File: src/rtl/serial_mux_scanner_if.sv
// Handshake and mux-side bus for serial_mux_scanner: word input, held word/select
// toward the 16:1 mux, and the framed serial beat stream.
interface serial_mux_scanner_if #(
  parameter int WIDTH = 16,
  parameter int SEL_W = 4
);
  logic [WIDTH-1:0] in_data;
  logic             in_valid;
  logic             in_ready;
  logic [WIDTH-1:0] data_hold;
  logic [SEL_W-1:0] sel;
  logic             ser_out;
  logic             ser_valid;
  logic             ser_ready;
  logic             ser_first;
  logic             ser_last;
  logic             busy;

  modport master (
    output in_data, in_valid, ser_ready,
    input  in_ready, data_hold, sel, ser_out, ser_valid, ser_first, ser_last, busy
  );

  modport slave (
    input  in_data, in_valid, ser_ready,
    output in_ready, data_hold, sel, ser_out, ser_valid, ser_first, ser_last, busy
  );
endinterface

File: src/rtl/serial_mux_scanner.sv
// Parallel-to-serial scanner driving a WIDTH:1 mux (held word + select), LSB first.
// Optional trailing even-parity beat when SCAN_PARITY_EN is defined.
module serial_mux_scanner #(
  parameter int WIDTH = 16,
  parameter int SEL_W = 4
) (
  input logic                clk,
  input logic                rst_n,
  serial_mux_scanner_if.slave bus
);

  localparam logic [SEL_W-1:0] SEL_MAX = SEL_W'(WIDTH - 1);

  typedef enum logic [1:0] {
    IDLE   = 2'd0,
    SHIFT  = 2'd1,
    PARITY = 2'd2
  } state_t;

  state_t           state;
  logic [WIDTH-1:0] hold;
  logic [SEL_W-1:0] sel;
  logic             armed;

  logic in_shift;
  logic at_top;
  logic last_beat;
  logic beat_ok;
  logic load;

  function automatic logic even_parity(input logic [WIDTH-1:0] word);
    return ^word;
  endfunction

  assign in_shift = (state == SHIFT);
  assign at_top   = (sel == SEL_MAX);

`ifdef SCAN_PARITY_EN
  assign last_beat = (state == PARITY);
`else
  assign last_beat = in_shift && at_top;
`endif

  assign beat_ok = (state != IDLE) && bus.ser_ready;

  // armed keeps in_ready low while reset is held, then opens IDLE acceptance.
  assign bus.in_ready = ((state == IDLE) && armed) || (last_beat && bus.ser_ready);
  assign load         = bus.in_valid && bus.in_ready;

  assign bus.data_hold = hold;
  assign bus.sel       = sel;
  assign bus.ser_valid = (state != IDLE);
  assign bus.busy      = (state != IDLE);
  assign bus.ser_first = in_shift && (sel == '0);
  assign bus.ser_last  = last_beat;

`ifdef SCAN_PARITY_EN
  assign bus.ser_out = (state == PARITY) ? even_parity(hold) : hold[sel];
`else
  assign bus.ser_out = hold[sel];
`endif

  always_ff @(posedge clk or negedge rst_n) begin
    if (!rst_n) begin
      state <= IDLE;
      hold  <= '0;
      sel   <= '0;
      armed <= 1'b0;
    end else begin
      armed <= 1'b1;
      if (load) begin
        // Covers both a load from IDLE and a back-to-back reload on the last beat.
        hold  <= bus.in_data;
        sel   <= '0;
        state <= SHIFT;
      end else begin
        case (state)
          IDLE: begin
            sel <= sel;
          end
          SHIFT: begin
            if (beat_ok) begin
              if (!at_top) begin
                sel <= sel + 1'b1;
              end else begin
`ifdef SCAN_PARITY_EN
                state <= PARITY;
`else
                state <= IDLE;
                sel   <= '0;
`endif
              end
            end
          end
`ifdef SCAN_PARITY_EN
          PARITY: begin
            if (beat_ok) begin
              state <= IDLE;
              sel   <= '0;
            end
          end
`endif
          default: begin
            state <= IDLE;
            sel   <= '0;
          end
        endcase
      end
    end
  end

endmodule

File: src/flat_wrapper.sv
// flat-port wrapper written by rule: the top's interface ports become plain ports
module serial_mux_scanner_flat 
#(
  parameter int WIDTH = 16,
  parameter int SEL_W = 4
)
  (clk, rst_n, bus_in_data, bus_in_valid, bus_ser_ready, bus_in_ready, bus_data_hold, bus_sel, bus_ser_out, bus_ser_valid, bus_ser_first, bus_ser_last, bus_busy);
  serial_mux_scanner_if #(.WIDTH(WIDTH), .SEL_W(SEL_W)) bus_i ();
  input logic clk;
  input logic rst_n;
  input wire logic [$bits(bus_i.in_data)-1:0] bus_in_data;
  input wire logic [$bits(bus_i.in_valid)-1:0] bus_in_valid;
  input wire logic [$bits(bus_i.ser_ready)-1:0] bus_ser_ready;
  output wire logic [$bits(bus_i.in_ready)-1:0] bus_in_ready;
  output wire logic [$bits(bus_i.data_hold)-1:0] bus_data_hold;
  output wire logic [$bits(bus_i.sel)-1:0] bus_sel;
  output wire logic [$bits(bus_i.ser_out)-1:0] bus_ser_out;
  output wire logic [$bits(bus_i.ser_valid)-1:0] bus_ser_valid;
  output wire logic [$bits(bus_i.ser_first)-1:0] bus_ser_first;
  output wire logic [$bits(bus_i.ser_last)-1:0] bus_ser_last;
  output wire logic [$bits(bus_i.busy)-1:0] bus_busy;
  assign bus_i.in_data = bus_in_data;
  assign bus_i.in_valid = bus_in_valid;
  assign bus_i.ser_ready = bus_ser_ready;
  assign bus_in_ready = bus_i.in_ready;
  assign bus_data_hold = bus_i.data_hold;
  assign bus_sel = bus_i.sel;
  assign bus_ser_out = bus_i.ser_out;
  assign bus_ser_valid = bus_i.ser_valid;
  assign bus_ser_first = bus_i.ser_first;
  assign bus_ser_last = bus_i.ser_last;
  assign bus_busy = bus_i.busy;
  serial_mux_scanner #(.WIDTH(WIDTH), .SEL_W(SEL_W)) u_core (.clk(clk), .rst_n(rst_n), .bus(bus_i));
endmodule
File: config.mk
export PLATFORM = sky130hd
export DESIGN_NAME = serial_mux_scanner_flat
export DESIGN_NICKNAME = d
export VERILOG_FILES = /design/src/rtl/serial_mux_scanner_if.sv /design/src/rtl/serial_mux_scanner.sv /design/src/flat_wrapper.sv
export SDC_FILE = /design/constraint.sdc
export NUM_CORES = 1
export LEC_CHECK = 0
export CORE_MARGIN = 2
export CORE_UTILIZATION = 43
export CTS_CLUSTER_SIZE = 14
export DETAILED_ROUTE_END_ITERATION = 6
export GPL_TIMING_DRIVEN = 0
export PLACE_DENSITY = 0.9
export RECOVER_POWER = 100
export SLEW_MARGIN = 20
export SYNTH_ARGS = -nofsm -noshare
export SYNTH_HDL_FRONTEND = slang
export SYNTH_SLANG_ARGS = --single-unit
File: constraint.sdc
create_clock -name clk -period 2.55 [get_ports clk]
set_input_delay 0.765 -clock clk [delete_from_list [all_inputs] [get_ports clk]]
set_output_delay 0.765 -clock clk [all_outputs]
set_load 0.01 [all_outputs]
Word level (Yosys, flattened, before mapping)
Index checks and enable logic that the tools add are counted.
{ "classes": {"n_reduce_logical": 12, "add_sub_neg": 1, "n_mux": 10, "n_lt_le_gt_ge": 1, "n_div": 0, "n_eq_ne": 5, "shift": 0, "multipliers": 0, "bitwise": 0} }
{ "ops": {"columns": ["operator", "n"], "rows": [
  ["$mux 4", 3],
  ["$pmux 4 s2", 1],
  ["$logic_and 1x1->1", 6],
  ["$mux 2", 3],
  ["$ne 3x3->1 const B", 2],
  ["$lt 4x5->1 const B", 1],
  ["$add 4x1->4 const B", 1],
  ["$bmux 1 s4", 1],
  ["$eq 4x4->1 const B", 1],
  ["$logic_not 4->1", 1],
  ["$pmux 2 s2", 1],
  ["$reduce_and 3->1", 1],
  ["$eq 2x1->1 const B", 1],
  ["$logic_not 2->1", 1],
  ["$ne 2x1->1 const B", 1],
  ["$reduce_and 2->1", 1],
  ["$reduce_bool 2->1", 1],
  ["$logic_or 1x1->1", 1],
  ["$mux 1", 1]
]} }
{ "totals": {"memories": 0, "mem_bits_rw": 0, "rom_bits": 0, "ff_bits": 23, "inputBits": 20, "latch_bits": 0} }

Logic depth before layout (Yosys ltp)
Gate-level depths: netlist of run 1.
{ "depth": {"word_depth": 7, "ltp_mapped": 6, "mapped_depth_nobuf": 5} }

Worst setup path after synthesis of run 1
No wires, ideal clock.
{ "synth_timing": {"kind": "register to output", "from": "reg u_core.sel[0] (netlist: u_core.bus.sel[0])", "to": "out bus_ser_out", "t_required_ns": 1.785, "path_stages_with_launch": 6, "n_path_buf": 1, "arrival_ns": 1.425, "slack_ns": 0.360, "cell_sequence": "dfrtp_1 > buf_6 > mux4_2 > nor2b_4 > a211oi_2 > a21oi_1"} }
{ "synth_between": {"elab_chain_len": 2} }
{ "synth_rtl": {"columns": ["element", "line_no", "rtl"], "rows": [
  ["start, declared", "serial_mux_scanner.sv:22", "logic [SEL_W-1:0] sel;"],
  ["start signal, assigned", "serial_mux_scanner.sv:79", "sel <= sel;"],
  ["start signal, assigned", "serial_mux_scanner.sv:84", "sel <= sel + 1'b1;"],
  ["$bmux 1 s4", "serial_mux_scanner.sv:60", "assign bus.ser_out = hold[sel];"],
  ["$mux 1 (not written as such)", "serial_mux_scanner.sv:60", null],
  ["end, declared", "flat_wrapper.sv:17", "output wire logic [$bits(bus_i.ser_out)-1:0] bus_ser_out;"]
]} }
No other way between the ends. The select of a mux whose other input is x is not followed.

Final worst setup path of run 1
Ends and elaborated chain as after synthesis.

==> results of run 1 <==
layer usage:
| layer | GRT usage [%] | part of all wire, % | vias up |
|---|---|---|---|
| met2 | 30.2 | 51 | 31 |
| met4 | 5.10 | 0.48 | 0 |
| li1 | - | - | 407 |
| met1 | 20.6 | 41 | 421 |
| met3 | 4.61 | 7.4 | 2 |
| met5 | 0 | 0 | - |
critical path: stages, from the launching register on:
cell	delay, ns
dfrtp_1	0.37
buf_6	0.15
mux4_2	0.51
nor2b_4	0.14
a211oi_2	0.13
a21oi_1	0.06
buf_2	0.15
worst min-delay path by stage:
| stage | end | cells past startpoint |
|---|---|---|
| 2_1_floorplan | u_core.armed | 0 |
| 3_3_place_gp | u_core.bus.data_hold[11] | 1 |
| 3_5_place_dp | u_core.bus.data_hold[6] | 1 |
| 4_1_cts | u_core.bus.data_hold[11] | 1 |
| 5_1_grt | u_core.bus.data_hold[6] | 1 |
| 6_report | u_core.bus.data_hold[6] | 1 |
state kept, by name, indices dropped and copies added (netlist names):
name / count
u_core.bus.sel: 4
u_core.state: 1
u_core.armed: 1
u_core.bus.data_hold: 16
metrics by stage:
stage / setup TNS, ns / area (um^2)
4_1_cts: -0.0501 / 1700
2_1_floorplan: 0 / 1190
3_5_place_dp: -0.616 / 1680
6_report: -0.0166 / 1650
3_3_place_gp: -0.589 / 1680
5_1_grt: -0.295 / 1650
where the power goes:
| part | switching, uW | total (uW) | internal, uW |
|---|---|---|---|
| Sequential | 127 | 634 | 506 |
| Clock | 92.7 | 148 | 54.9 |
| Combinational | 406 | 998 | 592 |
| Total | 626 | 1780 | 1150 |
synthesized netlist by cell type, drive strengths merged:
cell,number
dfrtp,22
mux2,17
nand2,9
buf,6
a21oi,4
mux4,4
inv,3
o21ai,3
ha,2
mux2i,2
nand3,2
a211oi,1
a311oi,1
a31o,1
and4,1
and4bb,1
conb,1
nand3b,1
nor2,1
nor2b,1
nor4,1
o21a,1
o2bb2ai,1
what timing repair did:
action | 4_1_cts | 5_1_grt
endpoints found under the setup margin | 4 | 3
endpoints found under the hold margin | 0 | 0
pin swaps | 1 | 0
resized for setup | 10 | 0
buffers inserted | 1 | 0
cells in the final DEF, fill, tap and decap left out, types with 2 or more instances in the layout:
master and n:
mux4_1 2, mux4_2 2, mux2i_1 2, o21ai_0 3, dlygate4sd3_1 18, a21oi_1 4, dfrtp_1 21, dlygate4sd2_1 2
buf_2 3, ha_1 2, buf_4 2, mux2_1 7, mux2_2 8, mux2_4 2, buf_6 2, clkbuf_4 3
inv_1 3, clkdlybuf4s50_1 23, nand2_1 9
logic make-up (layout without fill, tap and decap cells):
family                     count (synthesis)  after routing  share of synthesized area (%)
AOI/OAI and AO/OA                         12             12                           6.84
muxes                                     23             23                           29.1
and+or+nand+nor                           17             17                           9.36
adders and majority gates                  2              2                           2.10
DFF                                       22             22                           46.3
buffers and inverters                      9             58                           5.99
other                                      1              1                          0.315
area by class of cell:
| cell class | instances | share of cell area [%] |
|---|---|---|
| plain buffers | 6 | 2.73 |
| clock buffers | 3 | 1.36 |
| inverters | 3 | 0.682 |
| multi-input cells | 55 | 32.1 |
| flip-flops and latches | 22 | 33.4 |
| well taps | 31 | 2.35 |
| repair buffers | 46 | 27.3 |
==> out/metrics.yaml, run 1 <==
run_status:
  run_status: "finished with violations"
  violations: "setup timing"
setup_path:
  cp_max_fo: 8
  rrSetupSlack_ns: 0.40
  cp-endpoint: "bus_ser_out"
  reg2reg_depth: 7
  regToRegStartpoint: "u_core.bus.sel[0]"
  path_class: "reg2out"
  worstSetupEndpointType: "output pin"
  regToRegEndpoint: "u_core.bus.data_hold[3]"
  start_kind: "register"
  critPathLaunch: "u_core.bus.sel[0]"
  crit_arrival_ns: 1.80
  cp.required_ns: 1.79
clocking:
  cts_hold_buffers: 0
  cts_tree: "done"
  cts-root-buf: "clkbuf_4"
  cts_buffer_depth: 2
  cts.sinks: 22
  path_clk_slew_ns: 0.11
  h-tree-depth: 1
  clk_latency_ns: 0.29
  numCtsBuffers: 3
synthesis:
  synthesis.area_um2: 1190
  ys_warn_count: 0
  synth.avg_cell_area_um2: 13.8
  synth_cell_types: 30
  synth_top_area_share_pct: 46.3
  synth_area_leader_cell: "dfrtp_1"
  synth_seq_cells: 22
  syn_nets: 108
  seq_area_frac_synth_pct: 46.3
  syn_inst: 86
  synth_top_cells_by_area: "dfrtp_1 (46%), mux2_4 (11%), mux2_2 (7.6%)"
global_routing:
  track_usage_pct: 17.3
  grt_start_max_net_pins: 23
  grt_pass1_vias: 921
  grt_pass1_wl_mm: 4.20
  antenna_found_initial: 0
  grt_overflow: 0
power_and_ir_drop:
  p_total_uw: 1780
  irDropWorstVdd_mv: 0.641
  power_density_nw_per_um2: 1080
  p_leak_uw: 0.000735
finish:
  multi_input_area_um2: 531
  instances_no_fill: 166
  fin_util_pct: 61.4
  drive_gt1_share_pct: 22.2
  antenna-diode-count: 0
  regArea_um2: 552
  syn2layout_area_growth_pct: 38.7
  fin_nets: 159
  nFillCells: 217
place:
  hpwl_mm: 1.98
  post-place-ws_ns: -0.469
  gp_routability_congestion: 0.798
  io_buffers: 45
  place_inst: 162
detailed_routing:
  totalWireLength_mm: 2.53
  route.detailed.drc: 0
  wire_per_inst_um: 15.2
  ant_nets: 0
  via_count: 861
  drtPass1Iterations: 2
  viasPerCell: 5.19
  first_iter_violations: 8
timing:
  final-max-slew-violation-count: 0
  period_share_pct: 101
  tightest_slew_ns: 0.978
  max_slew_margin_pct: 34.6
  hold_viol: 0
  fin_ws_ns: -0.0166
  layout_min_cycle_time_ns: 2.57
  fin_worst_skew_ns: 0.00165
  setup_viol_count_final: 1
  whs_ns: 0.531
  rsz0062_at_grt: "true"
  fmax_mhz: 390
floorplan:
  start_util_pct: 44.3
  pin_count: 46
  die_w_um: 56.6
  core_um2: 2690
  rows: 19
  fp.dieArea_um2: 3200
  die-height_um: 56.6
hold_path:
  hp-start: "u_core.bus.data_hold[6]"
  hold_class: "reg2reg"
job:
  maxCapViolations: 0
Power figures use the tool's default switching activity.
==> inputs of run 2 (changes only) <==
- CAP_MARGIN: unset -> 10
- CORE_ASPECT_RATIO: unset -> 0.8
==> out/metrics.yaml, run 2 (synthesis results as in run 1) <==
timing:
  rsz0062_at_grt: "true"
  period_share_pct: 102  # +1.2 points
  setup_viol_count_final: 3  # +2
  fin_worst_skew_ns: 0.00338  # +0.00173 ns
  whs_ns: 0.523  # -0.00740 ns
  layout_min_cycle_time_ns: 2.60  # +0.0294 ns
  fin_ws_ns: -0.0460  # -0.0294 ns
  max_slew_margin_pct: 22.2  # -12 points
  tightest_slew_ns: 1.17  # +0.190 ns
  final-max-slew-violation-count: 0  # unchanged
  hold_viol: 0  # unchanged
  fmax_mhz: 385  # -1.1%
floorplan:
  start_util_pct: 44.0  # -0.25 points
  die-height_um: 51.1  # -9.8%
  fp.dieArea_um2: 3210  # about the same
  rows: 17  # -2
  pin_count: 46  # unchanged
  core_um2: 2700  # +0.56%
  die_w_um: 62.8  # +11%
setup_path:
  cp_top_family: "buffers and inverters"
  cp.required_ns: 1.79  # about the same
  path_cells: "buf_4, ha_1, and4_4, mux2_2, dlygate4sd2_1"
  start_kind: "register"
  path_class: "reg2out"
  crit_arrival_ns: 1.83  # +0.03 ns
  critPathBufInv: 2  # unchanged
  slowest_delay_ns: 0.42  # -0.09 ns
  cp_max_fo: 5  # -3
  critPathSlowestCell: "dfrtp_1"
  worstSetupEndpointType: "output pin"
run_status:
  run_status: "finished with violations"
  violations: "setup timing"
place:
  post-place-ws_ns: -0.471  # -0.00171 ns
  place_inst: 169  # +4.3%
  gp_routability_congestion: 0.809  # +1.4%
  io_buffers: 45  # unchanged
  hpwl_mm: 1.86  # -5.9%
power_and_ir_drop:
  sw_frac_of_total_pct: 34.4  # -0.78 points
  p_leak_uw: 0.000747  # +1.6%
  switchingPower_uw: 638  # +2.0%
  irDropWorstVdd_mv: 0.459  # -28%
  intPower_uw: 1220  # +5.5%
  power_density_nw_per_um2: 1100  # +2.4%
  power_frac_clock_pct: 10.4  # +2.1 points
  pwr-share-comb_pct: 55.6  # -0.5 points
  p_total_uw: 1860  # +4.3%
  pwr-share-seq_pct: 34.0  # -1.6 points
clocking:
  cts.sinks: 22  # unchanged
  cts-root-buf: "clkbuf_4"
  h-tree-depth: 1  # unchanged
  cts_buffer_depth: 2  # unchanged
  cts_hold_buffers: 0  # unchanged
  clk_latency_ns: 0.30  # about the same
  cts_tree: "done"
  numCtsBuffers: 3  # unchanged
  path_clk_slew_ns: 0.12  # about the same
finish:
  largest_register_ff_count: 16  # unchanged
  syn2layout_area_growth_pct: 41.2
  drive_gt1_share_pct: 23.2  # +0.97 points
  layout_common_cells: "clkdlybuf4s50_1 (29), dfrtp_1 (21), dlygate4sd3_1 (11)"
  final_common_cell: "clkdlybuf4s50_1"
  antenna-diode-count: 0  # unchanged
  fin_nets: 161  # +1.3%
  instances_no_fill: 176  # +6.0%
global_routing:
  antenna_found_initial: 0  # unchanged
  grt_overflow: 0  # unchanged
  grt_pass1_vias: 872  # -5.3%
  track_usage_pct: 17.8  # +0.50 points
  grt_start_max_net_pins: 23  # unchanged
  grt_pass1_wl_mm: 4.33  # +3.3%
detailed_routing:
  drtPass1Iterations: 4  # +2
  viasPerCell: 5.09  # -1.8%
  wire_per_inst_um: 14.3  # -6.0%
  first_iter_violations: 40  # +32
  totalWireLength_mm: 2.52  # -0.36%
  route.detailed.drc: 0  # unchanged
  ant_nets: 0  # unchanged
  via_count: 896  # +4.1%
hold_path:
  hold_class: "reg2reg"
job:
  maxCapViolations: 0  # unchanged
## run 2: timing repair
action                     in CTS  in global routing
pin swaps                       1                  0
buffers inserted                2                  1
hold endpoints to repair        0                  0
gates resized for setup         9                  0
setup endpoints to repair       4                  3
## run 2: path summary, 6_finish.rpt
kind | from | to | slack (ns) | cells past startpoint
setup / recovery | u_core.bus.sel[0] | bus_in_ready | -0.05 | 5
max in group asynchronous | rst_n | u_core.bus.sel[1] | 1.12 | 1
min in group asynchronous | rst_n | u_core.bus.sel[3] | 0.66 | 1
hold / removal | u_core.bus.data_hold[4] | u_core.bus.data_hold[4] | 0.52 | 1
setup reg to reg | u_core.bus.sel[0] | u_core.bus.data_hold[9] | 0.31 | 7
hold reg to reg | u_core.bus.data_hold[4] | u_core.bus.data_hold[4] | 0.52 | 1
## run 2: metrics by stage
step / area, um^2 / util (%) / TNS, ns
after floorplan: 1190 / - / 0
after global placement: 1690 / 62.5 / -0.579
after detailed placement: 1690 / 62.5 / -0.600
after CTS: 1730 / 64.0 / -0.0714
after global routing: 1680 / 62.2 / -0.305
final: 1680 / 62.2 / -0.0798
## run 2: metal layers
metal | vias up | part of all wire [%] | global-route usage, %
li1 | 420 | - | -
met1 | 438 | 44 | 23.0
met2 | 36 | 49 | 29.4
met3 | 2 | 5.6 | 4.19
met4 | 0 | 0.99 | 6.67
met5 | - | 0 | 0
## run 2: power groups by stage
stage	logic (uW)	registers [uW]	clock network, uW
floorplan	544	692	0
global placement	1080	633	0
detailed placement	1100	648	0
CTS	1110	640	199
global route	1100	662	218
finish	1030	632	192
## run 2: cell type report
cell class | instances | area, um^2
Timing Repair Buffer | 48 | 458
Fill cell | 232 | 1020
Clock buffer | 4 | 36.3
Buffer | 6 | 45.0
Inverter | 3 | 11.3
Multi-Input combinational cell | 55 | 531
Sequential cell | 22 | 552
Tap cell | 38 | 47.5
==> RTL edit 1 (config.mk and constraints of run 1) <==
`WIDTH` is set to 16 in 3 places; all go to 32.
--- a/src/rtl/serial_mux_scanner_if.sv
+++ b/src/rtl/serial_mux_scanner_if.sv
@@ -1,7 +1,7 @@
 // Handshake and mux-side bus for serial_mux_scanner: word input, held word/select
 // toward the 16:1 mux, and the framed serial beat stream.
 interface serial_mux_scanner_if #(
-  parameter int WIDTH = 16,
+  parameter int WIDTH = 32,
   parameter int SEL_W = 4
 );
   logic [WIDTH-1:0] in_data;
--- a/src/rtl/serial_mux_scanner.sv
+++ b/src/rtl/serial_mux_scanner.sv
@@ -1,7 +1,7 @@
 // Parallel-to-serial scanner driving a WIDTH:1 mux (held word + select), LSB first.
 // Optional trailing even-parity beat when SCAN_PARITY_EN is defined.
 module serial_mux_scanner #(
-  parameter int WIDTH = 16,
+  parameter int WIDTH = 32,
   parameter int SEL_W = 4
 ) (
   input logic                clk,
--- a/src/flat_wrapper.sv
+++ b/src/flat_wrapper.sv
@@ -1,7 +1,7 @@
 // flat-port wrapper written by rule: the top's interface ports become plain ports
 module serial_mux_scanner_flat 
 #(
-  parameter int WIDTH = 16,
+  parameter int WIDTH = 32,
   parameter int SEL_W = 4
 )
   (clk, rst_n, bus_in_data, bus_in_valid, bus_ser_ready, bus_in_ready, bus_data_hold, bus_sel, bus_ser_out, bus_ser_valid, bus_ser_first, bus_ser_last, bus_busy);
Ports: changed (resized bus_data_hold and bus_in_data); port bits go from 46 to 78. The function was not compared with the original's and may differ.
==> RTL edit 1 against run 1 <==
  * Power increased by 68%
  * Sequential cell count increased by 16
  * Combinational power is 50% higher
  * Hold slack worse by 48 ps
  * Final cell count increased by 58%
  * Area after synthesis is 58% higher
  * Wire length is 59% higher
  * Final area is 65% higher
  * Sequential share of layout area increased by 1.6 points
  * Global-route usage rose by 0.36 points
  * Fmax is 2.9% higher
  * Worst setup slack better by 73 ps
  * First-iteration DRC count grew to 12 times the old value
  * Largest cell class unchanged
==> RTL edit 1: results (changes against run 1) <==
post-placement cell area 0.00274 mm2 (was 0.00168 mm2); Final WS setup 56.8 ps (was -16.6 ps); Post-Place Worst Slack -488 ps (was -469 ps); root buffer cell clkbuf_8 (was clkbuf_4); Non-Filler Instances 262 (was 166); DRT iter0 DRCs 99 (was 8); Peak VDD IR 504 uV (was 641 uV); Layout Nets 247 (was 159); cells after synthesis 120 (was 86); Routed WL 4.02 mm (was 2.53 mm); CTS clock-pin slew for the worst setup and hold paths 80 ps (was 110 ps); top cells by area, synth dfrtp_1 (50%), mux2_4 (23%), mux4_2 (4.8%) (was dfrtp_1 (46%), mux2_4 (11%), mux2_2 (7.6%)); Post-synth top cells dfrtp_1 (38), mux2_4 (29), nand2_1 (8) (was dfrtp_1 (22), mux2_4 (9), mux2_2 (8), nand2_1 (8), a21oi_1 (4)); H-tree Lvls 2 (was 1); IO Port Bufs 77 (was 45); drt first pass iters 4 (was 2); DR vias/cell 5.03 (was 5.19); Critical R2R Capture u_core.bus.data_hold[5]$_DFFE_PN0N_ (was u_core.bus.data_hold[3]$_DFFE_PN0N_); WP data arrival 1730 ps (was 1800 ps); vias in the first global route 1346 (was 921); Layout Skew 7.99 ps (was 1.65 ps); largest net degree at the start of global routing 26 (was 23); Leakage 0.00121 uW (was 0.000735 uW); dpl hpwl 2.98 mm (was 1.98 mm); max FFs per register 32 (was 16); register area share after synthesis 50.5% (was 46.3%); slew of the pin with the lowest slew margin 1090 ps (was 978 ps); first-pass GRT wire length 6.72 mm (was 4.20 mm); TritonCTS Buffers 5 (was 3); R2R setup slack 490 ps (was 400 ps); Critical Path Fanout Max 4 (was 8); status finished clean (was complete, but fails checks); diodes inserted 0 (unchanged); ys async rst share 100% (unchanged); gr usage total 17.6% (was 17.3%); layout cells sized above 1 21.9% (was 22.2%); GP Congestion 0.772 (was 0.798)
RTL edit 1: cell count changes in the layout (fill, tap and decap cells not counted), sizes merged, moves of 3 or more:
cell	run 1	this run
dlygate4sd3	18	36
dfrtp	22	38
mux2	17	33
clkdlybuf4s50	23	35
clkbuf	4	13
buf	7	10
RTL edit 1: logic make-up (layout without fill, tap and decap cells):
group,Yosys count,in the layout,share of synthesized area (%)
muxes,39,39,31.3
buffers and inverters,11,101,6.04
adders and majority gates,2,2,1.33
AOI/OAI and AO/OA,12,12,4.32
DFF,38,38,50.5
and+or+nand+nor,17,17,6.31
other,1,1,0.199
RTL edit 1: critical path, cell delays in order (launching register included):
cell	delay (ps)
dfrtp_1	360
buf_6	130
mux4_2	490
nor2b_4	140
a211oi_2	130
a21oi_1	50
buf_2	140
RTL edit 1: per-stage QoR:
stage	power, uW	util [%]	hold WS [ps]
CTS	3280	66.8	377
global placement	2760	63.3	492
floorplan	1980	-	469
global route	3170	63.3	510
detailed placement	2800	63.7	495
finish	2990	63.3	483
RTL edit 1: area by class of cell:
class,instances,area [um2]
Fill cell,345,1570
Inverter,3,11.3
Tap cell,52,65.1
Clock inverter,1,5.00
Multi-Input combinational cell,71,739
Timing Repair Buffer,82,803
Sequential cell,38,952
Buffer,8,57.6
Clock buffer,7,86.3
RTL edit 1: how the worst min path moves through the flow:
stage                                                    start                                    to  slack (ps)  cells past startpoint
after CTS                                                rst_n         u_core.bus.sel[2]$_DFFE_PN0P_         380                      1
after global routing      u_core.bus.data_hold[23]$_DFFE_PN0N_  u_core.bus.data_hold[23]$_DFFE_PN0N_         510                      1
after floorplan                                          rst_n                u_core.armed$_DFF_PN0_         470                      0
final                     u_core.bus.data_hold[31]$_DFFE_PN0N_  u_core.bus.data_hold[31]$_DFFE_PN0N_         480                      1
after detailed placement  u_core.bus.data_hold[18]$_DFFE_PN0N_  u_core.bus.data_hold[18]$_DFFE_PN0N_         500                      1
after global placement    u_core.bus.data_hold[31]$_DFFE_PN0N_  u_core.bus.data_hold[31]$_DFFE_PN0N_         490                      1
RTL edit 1: where the power goes:
group	switching [uW]	internal, uW	total [uW]
clock network	199	218	417
registers	182	884	1070
logic	587	916	1500
RTL edit 1: layer usage:
layer	part of all wire (%)	global-route usage, %	vias to the layer above
li1	-	-	610
met1	41	24.0	639
met2	50	27.5	61
met3	7.2	5.77	9
met4	1.4	4.27	0
met5	0	0	-
RTL edit 1: repair_timing:
action / CTS / global route
resized for setup: 11 / 4
hold buffers: 0 / 0
pin swaps: 2 / 1
setup endpoints to repair: 4 / 4
buffers inserted: 4 / 0
==> RTL edit 2 (flow settings as in run 1) <==
Made on the original files. The 3 states of `state_t` get a one-hot encoding in 3 bits.
--- a/src/rtl/serial_mux_scanner.sv
+++ b/src/rtl/serial_mux_scanner.sv
@@ -11,10 +11,10 @@
 
   localparam logic [SEL_W-1:0] SEL_MAX = SEL_W'(WIDTH - 1);
 
-  typedef enum logic [1:0] {
-    IDLE   = 2'd0,
-    SHIFT  = 2'd1,
-    PARITY = 2'd2
+  typedef enum logic [2:0] {
+    IDLE   = 3'b001,
+    SHIFT  = 3'b010,
+    PARITY = 3'b100
   } state_t;
 
   state_t           state;
Formal check against the unedited RTL: no difference found for any inputs over 10 cycles, from zero or initial values and one cycle with rst_n low; not proved beyond that.
==> RTL edit 2 against run 1 <==
  * Final area grew 2.6%
  * Fmax grew 2.5%
  * Utilization grew 5.7 points
  * Power shrank 30%
  * Sequential share of layout area grew 0.71 points
  * Sequential cell count grew 1
  * Sequential power shrank 17%
  * Critical path depth shrank 2
  * Worst setup slack gained 63 ps
  * Via count grew 5.5%
  * Wire length grew 13%
  * Area after synthesis shrank 2.0%
  * Combinational power shrank 45%
==> RTL edit 2: results (changes against run 1) <==
Post-synth top cells dfrtp_1 (22), mux2_1 (9), mux2_4 (7) (was dfrtp_1 (22), mux2_4 (9), mux2_2 (8), nand2_1 (8), a21oi_1 (4)); drt first pass iters 4 (was 2); initial antenna violation count 0 (unchanged); filler instances 208 (was 217); first-pass GRT wire length 4.49 mm (was 4.20 mm); Routed WL 2.86 mm (was 2.53 mm); Clk Latency, worst-skew pair 310 ps (was 290 ps); switch share 32.6% (was 35.2%); DR vias/cell 5.31 (was 5.19); status finished clean (was complete, but fails checks); Layout Skew 5.50 ps (was 1.65 ps); Layout Nets 164 (was 159); xor/xnor share of the synthesized area 1.50% (was 0%); synthesized area per cell 13.0 um2 (was 13.8 um2); IO Port Bufs 45 (unchanged); Synth Area in Compound Gates 7.94% (was 6.83%); Adder-Cell Fraction of Synth Area 2.15% (was 2.10%); CTS-repair resized insts 17 (was 10); post-CTS setup buffers 1 (unchanged); mux cell area share after synthesis 25.0% (was 29.1%); clk pwr 168 uW (was 148 uW); CP delay by family, top buffers and inverters (was multiplexers); DRT iter0 DRCs 15 (was 8); Peak VDD IR 608 uV (was 641 uV); synth unique cells 33 (was 30); Post-Syn Nets 112 (was 108); hold path endpoint u_core.bus.data_hold[0]$_DFFE_PN0P_ (was u_core.bus.data_hold[6]$_DFFE_PN0N_); Main synth FF type dfrtp_1 (unchanged); register area share after synthesis 49.5% (was 46.3%); Non-Filler Instances 171 (was 166); GP Congestion 0.705 (was 0.798); gr usage total 18.5% (was 17.3%); Cells on Worst Hold Path 1 (unchanged); top cells by area, synth dfrtp_1 (47%), mux2_4 (9.0%), mux2_1 (8.7%) (was dfrtp_1 (46%), mux2_4 (11%), mux2_2 (7.6%)); slowest CP cell dfstp_2 (was mux4_2); cell area after layout 0.00169 mm2 (was 0.00165 mm2); YS warnings 0 (unchanged); Min Hold Slack 526 ps (was 531 ps); Critical Path Max Stage Delay 580 ps (was 510 ps); largest net degree at the start of global routing 24 (was 23); root buffer cell clkbuf_4 (unchanged); Hold/Removal Path Class reg -> reg (unchanged); vias in the first global route 950 (was 921); slew of the pin with the lowest slew margin 1210 ps (was 978 ps); Leakage 0.000758 uW (was 0.000735 uW); worst r2r src u_core.bus.sel[1]$_DFFE_PN0P_ (was u_core.bus.sel[0]$_DFFE_PN0P_); R2R setup slack 170 ps (was 400 ps); CTS clock-pin slew for the worst setup and hold paths 130 ps (was 110 ps); hold_sp u_core.bus.data_hold[0]$_DFFE_PN0P_ (was u_core.bus.data_hold[6]$_DFFE_PN0N_); layout cells sized above 1 18.4% (was 22.2%); Max power group combinational logic (unchanged); Critical R2R Capture u_core.bus.data_hold[4]$_DFFE_PN0P_ (was u_core.bus.data_hold[3]$_DFFE_PN0N_); dpl hpwl 2.13 mm (was 1.98 mm); Critical Path Fanout Max 4 (was 8); diodes inserted 0 (unchanged); combinational group power 553 uW (was 998 uW); Max Root-Sink Buffers 2 (unchanged); WP data arrival 1740 ps (was 1800 ps); H-tree Lvls 1 (unchanged)
==> RTL edit 2: cell types whose count changed in the layout (fill, tap and decap cells not counted), sizes merged, moves of 2 or more <==
cell	delta
nand2	-7
clkdlybuf4s50	-4
nor2	+4
and2	+3
a221oi	+2
a32o	+2
and3	+2
dlygate4sd3	+2
mux2i	+2
mux4	-2
nor2b	+2
xnor2	+2
==> RTL edit 2: worst max path at each step <==
stage,from,end,slack [ps],cells after the start
5_1_grt,u_core.bus.sel[0]$_DFFE_PN0P_,bus_ser_out,-30,5
6_report,u_core.state[0]$_DFFE_PN1P_,bus_ser_valid,50,4
4_1_cts,u_core.bus.sel[0]$_DFFE_PN0P_,bus_ser_out,30,5
3_3_place_gp,bus_ser_ready,bus_in_ready,-270,3
3_5_place_dp,bus_ser_ready,bus_in_ready,-290,3
2_1_floorplan,u_core.bus.sel[0]$_DFFE_PN0P_,bus_ser_out,370,4
==> RTL edit 2: through the flow <==
stage               power, uW  TNS (ps)  setup WS, ps
floorplan                 797         0           369
global placement         1080      -376          -269
detailed placement       1100      -389          -286
CTS                      1290         0          26.5
global route             1330     -99.6         -33.2
finish                   1250         0          46.3
==> RTL edit 2: area by class of cell <==
cell class,count,share of cell area [%]
clock buffer,3,1.33
tap,30,2.22
clock inverter,1,0.296
buffer,4,2.00
inverter,4,0.887
multi-input combinational,59,32.8
timing repair buffer,47,26.3
sequential,23,34.1
==> RTL edit 2: metal layers <==
| layer | vias up | share of wire (%) | global-route usage, % |
|---|---|---|---|
| met1 | 449 | 40 | 20.8 |
| li1 | 425 | - | - |
| met2 | 30 | 54 | 34.3 |
| met5 | - | 0 | 0 |
| met3 | 4 | 5.4 | 4.19 |
| met4 | 0 | 0.81 | 5.78 |
